## config.mk

```make
export PLATFORM = sky130hd
export DESIGN_NAME = tst_dout_mon_cmp
export DESIGN_NICKNAME = d
export VERILOG_FILES = /design/src/rtl/tst_dout_mon_cmp.sv
export SDC_FILE = /design/constraint.sdc
export NUM_CORES = 1
export LEC_CHECK = 0
export CORE_MARGIN = 2
export CORE_UTILIZATION = 45
export DETAILED_ROUTE_END_ITERATION = 10
export PLACE_DENSITY = 0.69
export SLEW_MARGIN = 20
export SYNTH_ARGS = -nofsm -noshare
export SYNTH_HDL_FRONTEND = slang
export SYNTH_SLANG_ARGS = --single-unit
```

## constraint.sdc

```tcl
create_clock -name clk -period 4.25 [get_ports clk]
set_input_delay 0.425 -clock clk [delete_from_list [all_inputs] [get_ports clk]]
set_output_delay 0.425 -clock clk [all_outputs]
set_load 0.05 [all_outputs]
```

## src/rtl/tst_dout_mon_cmp.sv

```systemverilog
// Golden-compare checker: accepts the DUT AXI4-Stream, strobes the golden-ROM reader per beat, realigns and compares over GOLD_LAT.
// Error counters update GOLD_LAT+1 cycles after the accept; tready is registered and low outside RUN. Optional macro: TST_DOUT_CMP_FIRST_ERR_EN.
module tst_dout_mon_cmp #(
    parameter int DATA_BW          = 64,
    parameter int ROM_READ_LATENCY = 3,
    parameter int FRAME_LEN        = 2352,
    parameter int NUM_FRAMES       = 1,
    parameter int CNT_BW           = 14,
    parameter int ERR_BW           = 16
) (
    input  logic               clk,
    input  logic               srst,
    input  logic               start,
    input  logic [DATA_BW-1:0] s_axis_tdata,
    input  logic               s_axis_tvalid,
    input  logic               s_axis_tlast,
    output logic               s_axis_tready,
    output logic               gold_srst,
    output logic               gold_re,
    input  logic               gold_rvld,
    input  logic [DATA_BW-1:0] gold_rdat,
    output logic               busy,
    output logic               done,
    output logic               pass,
    output logic [ERR_BW-1:0]  err_cnt,
    output logic               align_err,
    output logic [7:0]         frame_cnt
`ifdef TST_DOUT_CMP_FIRST_ERR_EN
    ,
    output logic               first_err_vld,
    output logic [CNT_BW-1:0]  first_err_idx,
    output logic [7:0]         first_err_frame,
    output logic [DATA_BW-1:0] first_err_dut,
    output logic [DATA_BW-1:0] first_err_gold
`endif
);

    localparam int GOLD_LAT = ROM_READ_LATENCY + 2;
    localparam int DR_BW    = $clog2(GOLD_LAT + 2);

    typedef enum logic [2:0] {S_IDLE, S_REWIND, S_RUN, S_DRAIN, S_DONE} state_t;

    state_t              r_state;
    logic                r_tready, r_gold_srst, r_busy, r_done, r_pass, r_align_err;
    logic [ERR_BW-1:0]   r_err_cnt;
    logic [7:0]          r_frame_cnt;
    logic [CNT_BW-1:0]   r_idx;
    logic [DR_BW-1:0]    r_drain_cnt;

    logic [GOLD_LAT-1:0] r_pv, r_pl, r_pe;
    logic [DATA_BW-1:0]  r_pd [GOLD_LAT];

    logic                w_accept, w_last_beat, w_dvld, w_cmp, w_data_bad, w_last_bad;
    logic                w_align_nxt, w_restart;
    logic [1:0]          w_inc;
    logic [ERR_BW:0]     w_err_sum;
    logic [ERR_BW-1:0]   w_err_nxt;

    assign w_accept    = s_axis_tvalid & r_tready;
    assign w_last_beat = (r_idx == CNT_BW'(FRAME_LEN - 1));
    assign w_dvld      = r_pv[GOLD_LAT-1];
    assign w_cmp       = w_dvld & gold_rvld;
    assign w_data_bad  = w_cmp & (r_pd[GOLD_LAT-1] != gold_rdat);
    assign w_last_bad  = w_cmp & (r_pl[GOLD_LAT-1] != r_pe[GOLD_LAT-1]);
    assign w_align_nxt = r_align_err | (gold_rvld != w_dvld);
    assign w_inc       = {1'b0, w_data_bad} + {1'b0, w_last_bad};
    assign w_err_sum   = {1'b0, r_err_cnt} + {{(ERR_BW-1){1'b0}}, w_inc};
    // Adding at most 2 to a value <= max can only overflow into the carry bit when it exceeds max.
    assign w_err_nxt   = w_err_sum[ERR_BW] ? {ERR_BW{1'b1}} : w_err_sum[ERR_BW-1:0];
    assign w_restart   = start & ((r_state == S_IDLE) | (r_state == S_DONE));

    assign s_axis_tready = r_tready;
    assign gold_srst     = r_gold_srst;
    assign gold_re       = w_accept;
    assign busy          = r_busy;
    assign done          = r_done;
    assign pass          = r_pass;
    assign err_cnt       = r_err_cnt;
    assign align_err     = r_align_err;
    assign frame_cnt     = r_frame_cnt;

    always_ff @(posedge clk) begin
        if (srst) begin
            r_state     <= S_IDLE;
            r_tready    <= 1'b0;
            r_gold_srst <= 1'b1;
            r_busy      <= 1'b0;
            r_done      <= 1'b0;
            r_pass      <= 1'b0;
            r_align_err <= 1'b0;
            r_err_cnt   <= '0;
            r_frame_cnt <= '0;
            r_idx       <= '0;
            r_drain_cnt <= '0;
        end else begin
            r_gold_srst <= 1'b0;
            r_err_cnt   <= w_err_nxt;
            r_align_err <= w_align_nxt;
            case (r_state)
                S_IDLE, S_DONE: begin
                    if (start) begin
                        r_err_cnt   <= '0;
                        r_align_err <= 1'b0;
                        r_frame_cnt <= '0;
                        r_pass      <= 1'b0;
                        r_done      <= 1'b0;
                        r_busy      <= 1'b1;
                        r_gold_srst <= 1'b1;
                        r_state     <= S_REWIND;
                    end else if (r_state == S_DONE) begin
                        r_pass <= (w_err_nxt == '0) & ~w_align_nxt;
                    end
                end
                S_REWIND: begin
                    r_idx    <= '0;
                    r_tready <= 1'b1;
                    r_state  <= S_RUN;
                end
                S_RUN: begin
                    if (w_accept) begin
                        r_idx <= r_idx + 1'b1;
                        if (w_last_beat) begin
                            r_tready    <= 1'b0;
                            r_drain_cnt <= '0;
                            r_state     <= S_DRAIN;
                        end
                    end
                end
                S_DRAIN: begin
                    if (r_drain_cnt == DR_BW'(GOLD_LAT)) begin
                        r_frame_cnt <= r_frame_cnt + 8'd1;
                        if (r_frame_cnt + 8'd1 == 8'(NUM_FRAMES)) begin
                            r_state <= S_DONE;
                            r_busy  <= 1'b0;
                            r_done  <= 1'b1;
                            r_pass  <= (w_err_nxt == '0) & ~w_align_nxt;
                        end else begin
                            r_state     <= S_REWIND;
                            r_gold_srst <= 1'b1;
                        end
                    end else begin
                        r_drain_cnt <= r_drain_cnt + 1'b1;
                    end
                end
                default: r_state <= S_IDLE;
            endcase
        end
    end

    // Only the valid bits need flushing; payload stages are don't-care while invalid.
    always_ff @(posedge clk) begin
        if (srst) r_pv <= '0;
        else      r_pv <= {r_pv[GOLD_LAT-2:0], w_accept};
    end

    always_ff @(posedge clk) begin
        r_pd[0] <= s_axis_tdata;
        r_pl    <= {r_pl[GOLD_LAT-2:0], s_axis_tlast};
        r_pe    <= {r_pe[GOLD_LAT-2:0], w_last_beat};
        for (int i = 1; i < GOLD_LAT; i++) r_pd[i] <= r_pd[i-1];
    end

`ifdef TST_DOUT_CMP_FIRST_ERR_EN
    logic [CNT_BW-1:0]  r_pi [GOLD_LAT];
    logic               r_fe_vld;
    logic [CNT_BW-1:0]  r_fe_idx;
    logic [7:0]         r_fe_frame;
    logic [DATA_BW-1:0] r_fe_dut, r_fe_gold;

    always_ff @(posedge clk) begin
        r_pi[0] <= r_idx;
        for (int i = 1; i < GOLD_LAT; i++) r_pi[i] <= r_pi[i-1];
    end

    always_ff @(posedge clk) begin
        if (srst || w_restart) begin
            r_fe_vld   <= 1'b0;
            r_fe_idx   <= '0;
            r_fe_frame <= '0;
            r_fe_dut   <= '0;
            r_fe_gold  <= '0;
        end else if (w_data_bad && !r_fe_vld) begin
            r_fe_vld   <= 1'b1;
            r_fe_idx   <= r_pi[GOLD_LAT-1];
            r_fe_frame <= r_frame_cnt;
            r_fe_dut   <= r_pd[GOLD_LAT-1];
            r_fe_gold  <= gold_rdat;
        end
    end

    assign first_err_vld   = r_fe_vld;
    assign first_err_idx   = r_fe_idx;
    assign first_err_frame = r_fe_frame;
    assign first_err_dut   = r_fe_dut;
    assign first_err_gold  = r_fe_gold;
`else
    logic w_unused_restart;
    assign w_unused_restart = w_restart;
`endif

endmodule

```

==> results.yml <==
status:
  outcome: "completed"
die:
  rows: 54
  start_util: 0.461
  die_h_um: 154
  die_area_um2: 23800
  io_pins: 165
  fp.dieW_um: 154
  coreArea_um2: 22000
cts:
  clk_pin_slew_worst_paths_ps: 60
  clk_latency_ps: 500
  post_cts_buffers: 0
  cts-hold-fix-buffers: 0
  clockBufferDepth: 3
  cts_root_buffer: "clkbuf_16"
  numCtsBuffers: 37
  h-tree-depth: 2
  cts_tree: "yes"
  cts_sinks: 385
  cts_resized: 0
job:
  cap_violations: 0
power_and_ir_drop:
  p_sw_mw: 1.47
  seqPwrFrac: 0.509
  leakagePower_nw: 5.28
  power.density_nw_per_um2: 562
  peakVddDrop_v: 0.000372
  power_mw: 7.55
  switching_share: 0.195
  intPower_mw: 6.08
  p_clk_frac: 0.452
  p_comb_frac: 0.039
logic_synthesis:
  yosys_warnings: 0
  synth_fa_ha_area_frac: 0.0106
  synth_top_family_by_area: "simple AND/OR/NAND/NOR gates"
  synthSimpleGateAreaFrac: 0.0968
  synth_area_per_cell_um2: 13.4
  syn_area_um2: 10200
  syn_inst: 759
  synth_compound_area_frac: 0.0467
  syn-num-nets: 901
  synth_xor_area_frac: 0.0750
  synth_edf_count: 0
  ys_seq_elements: 385
  synth-seq-area-share: 0.758
  synthArstFlopShare: 0
  yosysUniqueCellTypes: 53
  synth_ff_type: "dfxtp_1"
  muxShareOfSynthArea: 0.00394
routing:
  vias: 5713
  firstDrtPassIters: 4
  drt-vias-per-instance: 4.53
  wl_met3_um: 1200
  routed.top_layer: "met4"
  route.detailed.drc: 0
  routed_wl_um: 16700
  drt_iter0_drc: 224
  drtAntennaViolNets: 0
  wl_met2_um: 7570
  wl_per_cell_um: 13.2
  wirelength_met1_um: 7370
critical_path:
  cp_max_fo: 7
  critical_path_class: "input port to flip-flop"
  critPathLaunchType: "input port"
  critical_path_arrival_ps: 4010
  critPathRequiredTime_ps: 4680
  cp-end-kind: "flip-flop"
sta:
  fmax_ghz: 0.279
  relSlewSlack: 0.480
  finClkSkew_ps: 19.7
  period_share: 0.842
  setup_violations: 0
  final.setup.tns_ps: 0
  finalHoldViolations: 0
  finalCriticalPeriod_ps: 3580
  worst_pin_slew_ps: 780
  maxSlewViolCount: 0
  rsz0062_at_grt: "false"
  timing.hold.ws_ps: 310
global_route:
  grt-ovfl-total: 0
  first_global_vias: 5575
  antenna_found_initial: 0
  grt_util_all_layers: 0.141
  grt_max_degree: 20
  grt_pass1_wl_um: 26800
final_layout:
  nNetsFinal: 1093
  fill_cells: 1744
  layout-drive-gt1-share: 0.0787
  area_delta_synth_final_pct: 32.3
  final_cells: 1260
placement:
  hpwl_um: 11500
  gp_congestion: 0.896
  portBuffers: 164
  dp.cells: 1192
worst_hold_path:
  hp-class: "flip-flop to flip-flop"
-- through the flow --
| stage | setup slack (ps) | cell area (um2) | utilization |
|---|---|---|---|
| 6_report | 671 | 13400 | 0.610 |
| 5_1_grt | 342 | 13400 | 0.610 |
| 4_1_cts | 538 | 13400 | 0.610 |
| 3_5_place_dp | 28.9 | 12100 | 0.550 |
| 3_3_place_gp | 93.9 | 12100 | 0.550 |
| 2_1_floorplan | 1180 | 10200 | - |
-- layout by cell type (no fill, tap or decap), types with 10 or more instances in the layout --
cell type / netlist / final
a21oi_1: 34 / 34
and3_1: 10 / 10
clkbuf_16: 0 / 38
clkdlybuf4s50_1: 0 / 164
dfxtp_1: 385 / 385
inv_1: 10 / 10
nand2_1: 34 / 34
nand2b_1: 10 / 10
nand4_1: 19 / 19
nor2_1: 37 / 37
nor4_1: 13 / 13
o21ai_0: 14 / 14
xnor2_1: 43 / 43
xor2_1: 44 / 44
-- power groups by stage --
stage / Sequential, mW / Clock (mW) / Combinational, mW
4_1_cts: 3.85 / 3.52 / 0.296
5_1_grt: 3.86 / 3.68 / 0.319
3_3_place_gp: 3.92 / 0 / 0.291
2_1_floorplan: 3.92 / 0 / 0.115
6_report: 3.84 / 3.42 / 0.293
3_5_place_dp: 3.93 / 0 / 0.294
-- final timing paths --
| check | cells past startpoint | to | slack [ps] | from |
|---|---|---|---|---|
| max | 14 | pass | 670 | gold_rdat[54] |
| min | 0 | r_pl[3] | 310 | r_pl[2] |
| max reg2reg | 13 | pass | 740 | r_pd[0][310] |
| min reg2reg | 0 | r_pl[3] | 310 | r_pl[2] |
-- Yosys cell counts (2+ instances only) --
cell type  number  area (um2)
o21bai_1        3        22.5
nor4_1         13        81.3
o21ai_0        14        70.1
nand2b_1       10        62.6
nand2_1        34         128
nand3b_1        5        37.5
nor3_2          2        20.0
and4_1          7        61.3
clkbuf_1       10        37.5
or3_1           3        18.8
a211oi_1        5        37.5
nor2_4          2        22.5
nand4_1        19         119
mux2i_1         4        40.0
and3b_1         2        17.5
nand3_1         9        45.0
xnor2_1        43         377
a21oi_1        34         170
and3_1         10        62.6
nor2b_1         6        37.5
nor3_1          6        30.0
buf_2           3        15.0
nor2_1         37         139
a21o_1          3        22.5
or2_2           2        12.5
ha_1            7        87.6
inv_1          10        37.5
xor2_1         44         385
and2_1          4        25.0
dfxtp_1       385        7710
-- state kept, by name, summed over array words and instances, names as in the netlist, 3 cells and up --
name,cells
err_cnt,16
frame_cnt,8
r_drain_cnt,3
r_idx,14
r_pd,320
r_pe,5
r_pl,5
r_pv,5
r_state,3
-- worst max-delay path: stages --
cell and delay [ps]:
clkdlybuf4s50_1 470, xnor2_1 130, nand4_1 140, nor4_1 480
nand2_1 130, o31a_1 360, fa_1 460, ha_1 280
or3b_1 360, a21oi_1 150, o2111ai_1 140, a211oi_1 220
nand4_1 120, mux2i_1 130
-- cell families after synthesis --
kind of cell,after synthesis
mux,4
flops,385
fa+ha+maj,8
xor+xnor,87
compound gates,75
simple gates,177
buf+inv,23
-- metal layers --
layer	GRT usage	vias up
met2	0.227	172
met1	0.173	2578
met4	0.0670	0
li1	-	2918
met5	0	-
met3	0.0471	45
-- area by class of cell --
cell class | instances | area (um2) | share of cell area
diodes | 1 | 2.50 | 0.000186
clock buffers | 48 | 1050 | 0.0780
clock inverters | 19 | 275 | 0.0205
inverters | 10 | 37.5 | 0.00279
multi-input cells | 351 | 2370 | 0.176
flip-flops and latches | 385 | 7710 | 0.573
well taps | 280 | 350 | 0.0261
repair buffers | 166 | 1660 | 0.123
No activity file was read; power rests on OpenSTA's default activity.
